$ cat src/rtl/add_share_pkg.sv
// Shared definitions for the shared-adder arbiter: FSM encoding and default sizes.
package add_share_pkg;

  localparam int ADD_W = 32;
  localparam int ADD_N = 4;

  typedef enum logic {
    IDLE = 1'b0,
    HOLD = 1'b1
  } state_t;

endpackage

$ cat src/rtl/add_share_arb_if.sv
// Request/response bundle between the ALU clients and the shared-adder arbiter.
interface add_share_arb_if
  import add_share_pkg::*;
#(
  parameter int N   = ADD_N,
  parameter int W   = ADD_W,
  parameter int IDW = $clog2(N)
);

  logic [N-1:0]   req_valid;
  logic [N*W-1:0] req_a;
  logic [N*W-1:0] req_b;
  logic [N-1:0]   req_ready;
  logic           resp_valid;
  logic           resp_ready;
  logic [W-1:0]   resp_sum;
  logic           resp_cout;
  logic           resp_ovf;
  logic [IDW-1:0] resp_id;

  modport master (
    output req_valid, req_a, req_b, resp_ready,
    input  req_ready, resp_valid, resp_sum, resp_cout, resp_ovf, resp_id
  );

  modport slave (
    input  req_valid, req_a, req_b, resp_ready,
    output req_ready, resp_valid, resp_sum, resp_cout, resp_ovf, resp_id
  );

endinterface

$ cat src/rtl/add_share_arb_rr_pick.sv
// Round-robin search: first valid requester at or after ptr, wrapping modulo N.
module rr_pick #(
  parameter int N   = 4,
  parameter int IDW = $clog2(N)
) (
  input  logic [N-1:0]   req_valid,
  input  logic [IDW-1:0] ptr,
  output logic [IDW-1:0] gnt,
  output logic           any
);

  logic [IDW:0] idx_s;

  // Walk N offsets from ptr; the earliest hit in rotation order wins.
  always_comb begin
    gnt   = '0;
    any   = 1'b0;
    idx_s = '0;
    for (int k = 0; k < N; k++) begin
      idx_s = {1'b0, ptr} + (IDW+1)'(k);
      idx_s = (idx_s >= (IDW+1)'(N)) ? idx_s - (IDW+1)'(N) : idx_s;
      if (!any && req_valid[idx_s[IDW-1:0]]) begin
        gnt = idx_s[IDW-1:0];
        any = 1'b1;
      end else begin
        gnt = gnt;
      end
    end
  end

endmodule

$ cat src/rtl/fullAdder.sv
// Shared W-bit adder datapath: sum modulo 2^W plus unsigned carry-out.
module fullAdder #(
  parameter int W = 32
) (
  input  logic [W-1:0] a,
  input  logic [W-1:0] b,
  output logic [W-1:0] sum,
  output logic         cout
);

  assign {cout, sum} = {1'b0, a} + {1'b0, b};

endmodule

$ cat src/rtl/add_share_arb.sv
// Round-robin arbiter sharing one adder among N requesters, with a single
// registered response channel that holds under back-pressure.
module add_share_arb
  import add_share_pkg::*;
#(
  parameter int N   = ADD_N,
  parameter int W   = ADD_W,
  parameter int IDW = $clog2(N)
) (
  input logic            clk,
  input logic            rst,
  add_share_arb_if.slave bus
);

  localparam logic [IDW-1:0] LAST_ID = IDW'(N-1);

  state_t         state_r, state_nxt_s;
  logic [IDW-1:0] ptr_r, gnt_s, ptr_nxt_s, id_r;
  logic           any_s, can_accept_s, accept_s;
  logic [N-1:0]   req_ready_s;
  logic [W-1:0]   a_s, b_s, sum_s, sum_r;
  logic           cout_s, ovf_s, cout_r, ovf_r;

  rr_pick #(.N(N), .IDW(IDW)) u_pick (
    .req_valid (bus.req_valid),
    .ptr       (ptr_r),
    .gnt       (gnt_s),
    .any       (any_s)
  );

  // Steer the granted requester's operands onto the shared adder.
  always_comb begin
    a_s = '0;
    b_s = '0;
    for (int i = 0; i < N; i++) begin
      a_s = (gnt_s == IDW'(i)) ? bus.req_a[i*W +: W] : a_s;
      b_s = (gnt_s == IDW'(i)) ? bus.req_b[i*W +: W] : b_s;
    end
  end

  fullAdder #(.W(W)) u_add (
    .a    (a_s),
    .b    (b_s),
    .sum  (sum_s),
    .cout (cout_s)
  );

  assign ovf_s     = (a_s[W-1] == b_s[W-1]) && (sum_s[W-1] != a_s[W-1]);
  assign ptr_nxt_s = (gnt_s == LAST_ID) ? '0 : gnt_s + IDW'(1);

  // State register.
  always_ff @(posedge clk or posedge rst) begin
    if (rst) begin
      state_r <= IDLE;
    end else begin
      state_r <= state_nxt_s;
    end
  end

  // Next-state: a grant always leads to HOLD; an accepted result with no grant drains to IDLE.
  always_comb begin
    state_nxt_s = state_r;
    case (state_r)
      IDLE:    state_nxt_s = accept_s ? HOLD : IDLE;
      HOLD:    state_nxt_s = (accept_s || !bus.resp_ready) ? HOLD : IDLE;
      default: state_nxt_s = IDLE;
    endcase
  end

  // Grant outputs; reset is gated in so no requester sees ready while the block is held in reset.
  always_comb begin
    can_accept_s = (state_r == IDLE) || ((state_r == HOLD) && bus.resp_ready);
    accept_s     = can_accept_s && any_s && !rst;
    req_ready_s  = '0;
    for (int i = 0; i < N; i++) begin
      req_ready_s[i] = accept_s && (gnt_s == IDW'(i));
    end
  end

  // Response and pointer registers, loaded only on a completed handshake.
  always_ff @(posedge clk or posedge rst) begin
    if (rst) begin
      sum_r  <= '0;
      cout_r <= 1'b0;
      ovf_r  <= 1'b0;
      id_r   <= '0;
      ptr_r  <= '0;
    end else if (accept_s) begin
      sum_r  <= sum_s;
      cout_r <= cout_s;
      ovf_r  <= ovf_s;
      id_r   <= gnt_s;
      ptr_r  <= ptr_nxt_s;
    end else begin
      sum_r  <= sum_r;
      cout_r <= cout_r;
      ovf_r  <= ovf_r;
      id_r   <= id_r;
      ptr_r  <= ptr_r;
    end
  end

  assign bus.req_ready  = req_ready_s;
  assign bus.resp_valid = (state_r == HOLD);
  assign bus.resp_sum   = sum_r;
  assign bus.resp_cout  = cout_r;
  assign bus.resp_ovf   = ovf_r;
  assign bus.resp_id    = id_r;

endmodule

$ cat src/flat_wrapper.sv
// flat-port wrapper written by rule: the top's interface ports become plain ports
module add_share_arb_flat import add_share_pkg::*;
#(
  parameter int N   = ADD_N,
  parameter int W   = ADD_W,
  parameter int IDW = $clog2(N)
)
  (clk, rst, bus_req_valid, bus_req_a, bus_req_b, bus_resp_ready, bus_req_ready, bus_resp_valid, bus_resp_sum, bus_resp_cout, bus_resp_ovf, bus_resp_id);
  add_share_arb_if #(.N(N), .W(W), .IDW(IDW)) bus_i ();
  input logic clk;
  input logic rst;
  input wire logic [$bits(bus_i.req_valid)-1:0] bus_req_valid;
  input wire logic [$bits(bus_i.req_a)-1:0] bus_req_a;
  input wire logic [$bits(bus_i.req_b)-1:0] bus_req_b;
  input wire logic [$bits(bus_i.resp_ready)-1:0] bus_resp_ready;
  output wire logic [$bits(bus_i.req_ready)-1:0] bus_req_ready;
  output wire logic [$bits(bus_i.resp_valid)-1:0] bus_resp_valid;
  output wire logic [$bits(bus_i.resp_sum)-1:0] bus_resp_sum;
  output wire logic [$bits(bus_i.resp_cout)-1:0] bus_resp_cout;
  output wire logic [$bits(bus_i.resp_ovf)-1:0] bus_resp_ovf;
  output wire logic [$bits(bus_i.resp_id)-1:0] bus_resp_id;
  assign bus_i.req_valid = bus_req_valid;
  assign bus_i.req_a = bus_req_a;
  assign bus_i.req_b = bus_req_b;
  assign bus_i.resp_ready = bus_resp_ready;
  assign bus_req_ready = bus_i.req_ready;
  assign bus_resp_valid = bus_i.resp_valid;
  assign bus_resp_sum = bus_i.resp_sum;
  assign bus_resp_cout = bus_i.resp_cout;
  assign bus_resp_ovf = bus_i.resp_ovf;
  assign bus_resp_id = bus_i.resp_id;
  add_share_arb #(.N(N), .W(W), .IDW(IDW)) u_core (.clk(clk), .rst(rst), .bus(bus_i));
endmodule
$ cat config.mk
export PLATFORM = sky130hd
export DESIGN_NAME = add_share_arb_flat
export DESIGN_NICKNAME = d
export VERILOG_FILES = /design/src/rtl/add_share_pkg.sv /design/src/rtl/add_share_arb_if.sv /design/src/rtl/add_share_arb_rr_pick.sv /design/src/rtl/fullAdder.sv /design/src/rtl/add_share_arb.sv /design/src/flat_wrapper.sv
export SDC_FILE = /design/constraint.sdc
export NUM_CORES = 1
export LEC_CHECK = 0
export BUFFER_PORTS_ARGS = -buffer_cell sky130_fd_sc_hd__buf_2
export CAP_MARGIN = 5
export CORE_MARGIN = 10
export CORE_UTILIZATION = 42
export CTS_CLUSTER_SIZE = 16
export DETAILED_ROUTE_END_ITERATION = 10
export PLACE_DENSITY = 0.79
export SLEW_MARGIN = 10
export SYNTH_ARGS = -nofsm -noshare
export SYNTH_HDL_FRONTEND = slang
export SYNTH_SLANG_ARGS = --single-unit
$ cat constraint.sdc
create_clock -name clk -period 3.95 [get_ports clk]
set_input_delay 0.395 -clock clk [delete_from_list [all_inputs] [get_ports clk]]
set_output_delay 0.395 -clock clk [all_outputs]
set_load 0.01 [all_outputs]
Word-level counts from Yosys, hierarchy flattened
Index checks and enable logic that the tools add are counted.
Widths: inputs -> output; s select.
{ "word_totals": {"reg_bits": 39, "out_inout_bits": 41, "elab_cells": 80} }
{ "classes": {"add_sub_neg": 9, "bitwise": 1, "eq_ne": 5, "reduce_logical": 19, "muxes": 32, "n_lt_le_gt_ge": 8} }
{ "op_table": {"columns": ["cell", "count"], "rows": [
  ["$mux 32", 8],
  ["$add 32x32->33", 1],
  ["$mux 2", 9],
  ["$lt 2x3->1 const B", 4],
  ["$logic_and 1x1->1", 11],
  ["$mux 1", 10],
  ["$ge 3x3->1 const B", 3],
  ["$bmux 1 s2", 4],
  ["$sub 2x1->2 const B", 4],
  ["$add 2x2->3 const B", 2],
  ["$logic_not 1->1", 5],
  ["$eq 2x2->1 const B", 2],
  ["$add 2x1->3 const B", 1],
  ["$ge 2x3->1 const B", 1],
  ["$add 2x1->2 const B", 1],
  ["$eq 2x1->1 const B", 1],
  ["$logic_not 2->1", 1],
  ["$logic_or 1x1->1", 2],
  ["$pmux 1 s2", 1],
  ["$eq 1x1->1", 1],
  ["$ne 1x1->1", 1],
  ["$not 1->1", 1]
]} }

Depth between registers and ports, before layout
Gate-level depths: netlist of run 1.
{ "depth": {"ltp_word": 22, "depth_mapped": 24} }

By module
From an unflattened synthesis of run 1, not the netlist that was laid out.
{ "hier_totals": {"hier_cells": 673, "area_unflattened_um2": 5345.1} }
{ "modules_own_cells": {"columns": ["mod", "area_each_um2", "cells_each", "instances"], "rows": [
  ["add_share_arb", 3518.4, 404, 1],
  ["fullAdder", 1749.2, 254, 1],
  ["rr_pick", 77.6, 15, 1]
]} }

Worst setup path after synthesis of run 1
OpenSTA, ideal clock, no wires.
{ "synth_timing": {"path_kind": "reg-to-reg", "startpoint": "register u_core.ptr_r[0]", "endpoint": "register u_core.sum_r[28], in the netlist u_core.bus.resp_sum[28]", "setup_ps": 80, "n_path_buf": 2, "stages_incl_launch_ff": 22, "slack_ps": -409, "arrival_ps": 4279, "path_cell_list": "dfrtp_1 > inv_1 > a2bb2oi_1 > o221ai_1 > nor2_1 > ha_1 > clkbuf_1 > clkbuf_1 > nor2_1 > a21oi_1 > nor2_1 > a21oi_1 > o21ai_0 > ha_1 > fa_1 > a21o_1 > a221o_2 > nand4_1 > a41oi_2 > a311o_1 > mux2_4 > o211ai_2"} }
{ "synth_between": {"elab_chain_len": 20, "elab_cells_between_ends": 52, "cone_classes": "8 x add/sub; 4 x order compare; 3 x eq/ne; 28 x mux; 9 x reduce/logical"} }
{ "synth_lines": {"columns": ["element", "line_no", "rtl"], "rows": [
  ["start, declared", "add_share_arb.sv:18", "logic [IDW-1:0] ptr_r, gnt_s, ptr_nxt_s, id_r;"],
  ["start signal, assigned", "add_share_arb.sv:93", "ptr_r <= ptr_nxt_s;"],
  ["start signal, assigned", "add_share_arb.sv:99", "ptr_r <= ptr_r;"],
  ["branches (longest 13 deep; another with $add 2x1->3)", null, null],
  ["$mux 2 *", "add_share_arb_rr_pick.sv:22", "if (!any && req_valid[idx_s[IDW-1:0]]) begin"],
  ["net u_core.gnt_s[0]", "add_share_arb.sv:18", null],
  ["$logic_not 2->1", "add_share_arb.sv:36, add_share_arb.sv:37", null],
  ["$mux 32, on equally long branches (4 in a row)", "add_share_arb.sv:36, add_share_arb.sv:37", null],
  ["$add 32x32->33 *", "fullAdder.sv:11", "assign {cout, sum} = {1'b0, a} + {1'b0, b};"],
  ["end signal, assigned", "add_share_arb.sv:89", "sum_r <= sum_s;"],
  ["end signal, assigned", "add_share_arb.sv:95", "sum_r <= sum_r;"],
  ["end, declared", "add_share_arb.sv:21", "logic [W-1:0] a_s, b_s, sum_s, sum_r;"]
]} }
Mark *: on every way through the listed nets, which the timed path passes. The select of a mux whose other input is x is not followed.
A chain may end at the register's enable or synchronous reset.

Worst setup path after layout of run 1
{ "layout_timing": {"startpoint": "register u_core.ptr_r[1]", "endpoint": "register u_core.sum_r[28], in the netlist u_core.bus.resp_sum[28]"} }
{ "layout_between": {"elab_chain_len": 20, "elab_cells_between_ends": 52, "cone_classes": "8 x add/sub; 4 x order compare; 3 x eq/ne; 28 x mux; 9 x reduce/logical"} }
{ "layout_lines": {"columns": ["element"], "rows": [
  ["branches (longest 20 deep; another with $add 2x1->3)"]
]} }
Several ways; the timed one is not identified. The select of a mux whose other input is x is not followed.

==> key figures, run 1 <==
Run status
  • Status: complete, but fails checks
  • Failing checks: setup timing

CTS
  • Hold buffers post-CTS: 0
  • CTS clock-pin slew for the worst setup and hold paths: 0.06 ns
  • Clock Sinks: 39
  • H-tree Lvls: 2
  • CTS tree: done
  • Total CTS buffers: 5
  • Clock buffer depth: 2
  • Skew-Pair Late Insertion Delay: 0.28 ns
  • CTS root buf: clkbuf_16

Worst setup path
  • CP max FO: 7
  • Worst path max stage delay: roughly 0.43 ns
  • Crit end category: register
  • Setup crit start kind: register
  • WS Path Type: reg2reg
  • CP arrival: 4.50 ns
  • Crit-path slowest cell: fa_2
  • CP cell instances: inv_2 -> nand2_2 -> o21ai_1 -> o22ai_1 -> buf_4 -> buf_12 -> ha_4 -> buf_12 -> buf_16 -> a21oi_1 -> nor2_1 -> a21oi_1 -> o21ai_1 -> fa_2 -> a21o_1 -> a221o_2 -> nand4_1 -> a41oi_2 -> a311o_1 -> mux2_4 -> o211ai_2
  • WP data required: 4.15 ns

Worst hold path
  • Worst min-delay path class: in2async

Place
  • Port bufs: 303
  • HPWL after DPL: 20.9 mm
  • Place WS: -0.550 ns
  • GPL Wtd Cong: 0.969

Finish
  • Fraction of layout cells with a size suffix above 1: 43.7%
  • Most frequent cells in the layout: buf_2, nand2_1, buf_4
  • Area Overhead vs Synth: 67.5%
  • Leading cell type in the layout, fill and taps excluded: buf_2
  • Final nets: around 1,600

Logic synthesis
  • Syn Std Cell Area: 0.00548 mm^2
  • Distinct cell type count after synthesis: 55
  • Synth Net Count: 1,209
  • Sequential area share after synthesis: roughly 18%
  • Async set-reset flop share out of synthesis: 100%
  • Synthesized flop and latch total: 39
  • Number of flops mapped to enable cells by yosys: 0
  • Mean Syn Cell Area: 6.03 um^2
  • Top FF cell, synth: dfrtp_1
  • Gate Count Post-Synth: 909
  • Yosys warning count: 0

STA
  • Final setup vio count: 23
  • Tmin final: ~4.3 ns
  • Clock skew: about 0.0026 ns
  • Tcrit/Tclk final: 109%
  • Fin. max-slew vios: 0
  • F_max: 233 MHz
  • Final hold violation count: 0
  • Worst-Margin Slew: 0.505 ns
  • RSZ-0062 raised after global routing: true
  • Relative slew margins: 66.3%
  • Min Hold Slack: 0.0640 ns
  • Final worst slack: -0.342 ns

Power
  • Leakage power: 4.65 nW
  • VDD IR max: 0.000403 V
  • Tot Pwr: 8.96 mW
  • PD cells: 976 mW/mm^2

Drt
  • DRC: 0
  • DR vias/cell: 5.38
  • DRT iter0 DRCs: between 600 and 700
  • Routed Antenna Nets: 0
  • Detailed-router iteration count before antenna repair: 5
  • DR vias: 8,011
  • Final WL: 26.7 mm
  • Wirelength per Cell: 17.9 um

Die
  • Die area: about 0.018 mm^2
  • Starting Density: 43.1%
  • Core ar.: 0.0127 mm^2
  • Chip Width: 134 um
  • Die H: 134 um
  • Io pins: just over 300
  • Row cnt: 41

Global routing
  • Gr ovfl total: 0
  • Total GRT Usage: 26.5%
  • Largest net degree at the start of global routing: 66
  • Number of global-route vias before repair: 7,589
  • First-pass GRT wire length: 39.2 mm
  • Initial antenna violation count: 3

Run
  • Max-cap violation count: 0
[logic make-up (layout without fill, tap and decap cells)]
kind of cell | Yosys count | count (layout) | synth area share (%)
other cells | 0 | 3 | 0
buf+inv | 82 | 488 | 6.00
fa+ha+maj | 37 | 37 | 8.58
compound gates | 335 | 335 | 34.0
mux | 3 | 3 | 0.662
simple gates | 386 | 386 | 28.7
flops | 39 | 39 | 17.8
xor+xnor | 27 | 27 | 4.31
[per-stage QoR]
stage               cell area (um^2)  TNS (ns)  instances  utilization, %
finish                          9180     -3.80       1490            72.2
CTS                             8750     -1.61       1477            68.8
global placement                8110     -3.76       1448            63.8
global route                    9180     -8.23       1490            72.2
floorplan                       5540         0        909               -
detailed placement              8110     -6.05       1448            63.8
[state kept, by name (all words and copies together) (netlist names)]
register	count
u_core.ptr_r	2
u_core.bus.resp_id	2
u_core.bus.resp_ovf	1
u_core.bus.resp_sum	32
u_core.bus.resp_valid	1
u_core.bus.resp_cout	1
[synthesized netlist by cell type (2+ instances only)]
master,n,area share [%]
and2_1,3,0.34
o211ai_2,2,0.46
a21o_1,14,1.9
o22ai_1,2,0.23
a31oi_1,4,0.46
nor2_1,144,9.9
clkbuf_1,59,4.0
o21ai_0,110,10
nand3b_1,2,0.27
buf_1,9,0.62
o21a_1,2,0.27
nand2_1,192,13
a221oi_1,3,0.48
buf_6,2,0.41
and3_1,8,0.91
o211ai_1,4,0.55
buf_2,2,0.18
xor2_1,13,2.1
dfrtp_1,39,18
nand3_1,9,0.82
nor3_1,2,0.18
a211oi_1,2,0.27
a21oi_1,169,15
nand2b_1,2,0.23
inv_1,9,0.62
ha_1,36,8.2
nand4_1,17,1.9
or4_1,3,0.41
o31ai_1,3,0.41
xnor2_1,14,2.2
o21bai_1,4,0.55
a22o_1,2,0.32
[routing by layer]
metal  vias up  part of all wire (%)  global-route usage [%]
met4         0                   2.4                    7.80
met2       423                    49                    43.9
met5         -                     0                       0
li1       3978                     -                       -
met1      3569                    40                    33.6
met3        41                   9.0                    5.64
[critical path, delay by kind of cell (launching register included)]
kind | cells | cell delay (ns)
adders and majority gates | 2 | 0.65
and+or+nand+nor | 3 | 0.32
DFF | 1 | 0.42
buffers and inverters | 5 | 0.66
AOI/OAI and AO/OA | 10 | 1.85
muxes | 1 | 0.32
[final cells by class]
class,instances,area (um^2)
Multi-Input combinational cell,788,4690
Fill cell,1107,3540
Timing Repair Buffer,471,3090
Sequential cell,39,976
Tap cell,172,215
Clock buffer,5,125
Clock inverter,3,43.8
Inverter,9,33.8
Antenna cell,3,7.51
[power by group]
part / internal (mW) / total [mW] / switching [mW]
Combinational: 3.65 / 7.80 / 4.15
Clock: 0.297 / 0.455 / 0.158
Sequential: 0.589 / 0.698 / 0.109
[repair_timing]
action	4_1_cts	5_1_grt
pin swaps	29	36
cloned	5	1
resized for setup	52	106
setup buffers	17	10
setup endpoints to repair	22	27
[path summary, 6_finish.rpt]
path | endpoint | from | depth (start not counted) | slack [ns]
worst min register to register | u_core.bus.resp_sum[0] | u_core.bus.resp_sum[0] | 2 | 0.47
min in group clk | u_core.bus.resp_valid | rst | 2 | 0.34
max in group asynchronous | u_core.bus.resp_sum[3] | rst | 3 | 3.21
worst min-delay path | u_core.bus.resp_sum[27] | rst | 2 | 0.06
worst max-delay path | u_core.bus.resp_sum[28] | u_core.ptr_r[1] | 21 | -0.34
worst max register to register | u_core.bus.resp_sum[28] | u_core.ptr_r[1] | 21 | -0.34
Power figures use the tool's default switching activity.
==> run 2: changes to the inputs <==
--- a/config.mk
+++ b/config.mk
@@ -5,10 +5,11 @@
 export SDC_FILE = /design/constraint.sdc
 export NUM_CORES = 1
 export LEC_CHECK = 0
+export ABC_AREA = 1
 export BUFFER_PORTS_ARGS = -buffer_cell sky130_fd_sc_hd__buf_2
 export CAP_MARGIN = 5
 export CORE_MARGIN = 10
-export CORE_UTILIZATION = 42
+export CORE_UTILIZATION = 43
 export CTS_CLUSTER_SIZE = 16
 export DETAILED_ROUTE_END_ITERATION = 10
 export PLACE_DENSITY = 0.79
==> run 2 against run 1 <==
The run still ends with setup timing left. Hold slack better by 0.25 ns. Clock skew rose by 0.0054 ns. Sequential share of layout area is 1.1 points lower. Core utilization grew 2.2 points. Clock-buffer cell count increased by 1. First-iteration DRC count is 4.5% higher. Fmax grew 8.5%. Global-route usage up 1.8 points. Register-to-register slack better by 0.34 ns. Flip-flop and latch count stayed put. Synthesized cell count rose by 18%. Cell count grew 12%. Highest routed layer unchanged.
==> key figures, run 2 <==
STA
  • F_max: 253 MHz
  • Final worst slack: -0.00497 ns
  • Tmin final: 3.95 ns
  • Relative slew margins: 63.8%
  • Worst-Margin Slew: 0.539 ns
  • RSZ-0062 raised after global routing: true
  • Final hold violation count: 0
  • Final setup TNS: -0.00497 ns
  • Fin. max-slew vios: 0
  • Tcrit/Tclk final: 100%
  • Clock skew: 0.00803 ns
  • Final setup vio count: 1

Run status
  • Status: complete, but fails checks
  • Failing checks: setup timing

Finish
  • Max reg flops: 32
  • Most frequent cells in the layout: buf_2, nand2_1, buf_4
  • Finished Cell Area: 0.0102 mm^2
  • Final non-filler cell total: 1,663
  • Sequential cell area: approximately 1000 um^2
  • Area Overhead vs Synth: 71.4%
  • Final nets: 1,777
  • Fillers: 1,100
  • Fraction of layout cells with a size suffix above 1: about half
  • Multi-input gate area: around 0.0055 mm^2
  • Leading cell type in the layout, fill and taps excluded: buf_2

Drt
  • DR vias: 9,039
  • Final WL: between 30 and 40 mm
  • Routed Antenna Nets: 0
  • DR vias/cell: 5.44
  • DRT iter0 DRCs: between 600 and 700
  • Detailed-router iteration count before antenna repair: 7
  • Wirelength per Cell: 19.0 um
  • DRC: 0

Logic synthesis
  • Post-synth top area cell: nand2_1
  • Async set-reset flop share out of synthesis: 100%
  • Distinct cell type count after synthesis: 36
  • Most common cell in the synthesized netlist: nand2_1
  • Syn Std Cell Area: approximately 0.0060 mm^2
  • Yosys warning count: 0
  • Ranking of synthesized cells by area: nand2_1, dfrtp_1, a21oi_1
  • Mean Syn Cell Area: 5.58 um^2
  • Gate Count Post-Synth: approximately 1,100
  • Synth Net Count: 1,371
  • Top-area cell type share of the netlist area: between 20% and 30%
  • Post-synth top cells: nand2_1, inv_1, nor2_1, a21oi_1, o21ai_0
  • Number of flops mapped to enable cells by yosys: 0
  • Synthesized flop and latch total: 39
  • Sequential area share after synthesis: 16.3%
  • Top FF cell, synth: dfrtp_1

Die
  • Core ar.: 0.0138 mm^2
  • Starting Density: 43.4%
  • Die H: 138 um
  • Io pins: 304
  • Chip Width: 138 um
  • Die area: 0.0190 mm^2
  • Row cnt: 43

Worst setup path
  • WP data required: between 4 and 5 ns
  • WS Path Type: reg2reg
  • Crit-path slowest cell: dfrtp_2
  • CP arrival: between 4 and 5 ns
  • Setup crit start kind: register
  • CP max FO: 8
  • Crit end category: register
  • Most frequent CP cell: nand2_1
  • Worst path max stage delay: 0.45 ns

Place
  • GPL Wtd Cong: 1.06
  • HPWL after DPL: about 24 mm
  • DP Area: ~0.0083 mm^2
  • Placed cell count: 1,613
  • Port bufs: roughly 300
  • Place WS: -0.331 ns

CTS
  • H-tree Lvls: 2
  • CTS root buf: clkbuf_16
  • CTS tree: done
  • Hold buffers post-CTS: 0
  • Clock buffer depth: 2
  • Skew-Pair Late Insertion Delay: approximately 0.29 ns
  • Clock Sinks: 39
  • Total CTS buffers: 5
  • CTS clock-pin slew for the worst setup and hold paths: 0.06 ns

Global routing
  • Largest net degree at the start of global routing: 56
  • Gr ovfl total: 0
  • Initial antenna violation count: 5
  • Total GRT Usage: 28.3%
  • First-pass GRT wire length: 42.6 mm
  • Number of global-route vias before repair: between 8,000 and 9,000

Run
  • Max-cap violation count: 0

Worst hold path
  • Worst min-delay path class: in2async
[run 2: cell count changes in the layout (fill, tap and decap cells not counted), moves of 29 or more]
cell and change:
nand3_1 +29, inv_1 +96, nor2_1 -52, nand2_2 +62
a21oi_1 -86, nand2_1 +98
[run 2: kinds of logic after synthesis]
kind of cell             synth area share (%)
AND/OR/NAND/NOR                          37.8
XOR/XNOR                                 2.20
flip-flops                               16.3
adder cells (fa/ha/maj)                  7.87
buffers and inverters                    12.2
AO/OA/AOI/OAI                            23.6
[run 2: cell type report]
| type | count | area share, % |
|---|---|---|
| clock buffer | 6 | 1.36 |
| multi-input combinational | 856 | 53.8 |
| timing repair inverter | 1 | 0.159 |
| tap | 180 | 2.20 |
| clock inverter | 2 | 0.342 |
| sequential | 39 | 9.55 |
| antenna | 5 | 0.122 |
| timing repair buffer | 448 | 27.6 |
| inverter | 126 | 4.93 |
[run 2: what timing repair did]
action / in CTS / in global routing
cloned: 0 / 5
pin swaps: 1 / 118
setup buffers: 0 / 32
setup endpoints to repair: 28 / 30
resized for setup: 23 / 370
[run 2: worst max-delay path, delay by kind of cell (launching register included)]
kind / cells / cell delay, ns
AO/OA/AOI/OAI: 3 / 0.41
AND/OR/NAND/NOR: 17 / 1.59
flip-flops: 1 / 0.45
buffers and inverters: 7 / 0.82
adder cells (fa/ha/maj): 2 / 0.56
[run 2: path summary, 6_finish.rpt]
| check | from | endpoint | slack (ns) | cells after the start |
|---|---|---|---|---|
| min reg2reg | u_core.bus.resp_sum[23] | u_core.bus.resp_sum[23] | 0.47 | 2 |
| min | rst | u_core.bus.resp_sum[14] | 0.31 | 3 |
| max reg2reg | u_core.ptr_r[0] | u_core.bus.resp_ovf | -0.005 | 29 |
| min in group clk | bus_resp_ready | u_core.bus.resp_valid | 0.32 | 2 |
| max in group asynchronous | rst | u_core.ptr_r[0] | 3.26 | 3 |
| max | u_core.ptr_r[0] | u_core.bus.resp_ovf | -0.005 | 29 |
[run 2: stage by stage]
step           utilization (%)  hold WS, ns
3_3_place_gp              60.3        0.459
3_5_place_dp              60.3        0.460
6_report                  74.4        0.313
2_1_floorplan                -        0.491
5_1_grt                   74.4        0.320
4_1_cts                   62.0        0.313
[run 2: routing by layer]
layer | vias to the layer above | routed length, um | track usage, %
met1 | 4114 | 11600 | 32.7
li1 | 4305 | - | -
met3 | 120 | 2810 | 6.38
met5 | - | 0 | 0
met2 | 500 | 15700 | 49.8
met4 | 0 | 1560 | 10.5
Power of run 2 is left out: the tool's default activity adds up to more than one toggle a clock period on the data nets, which glitch-free logic cannot reach.
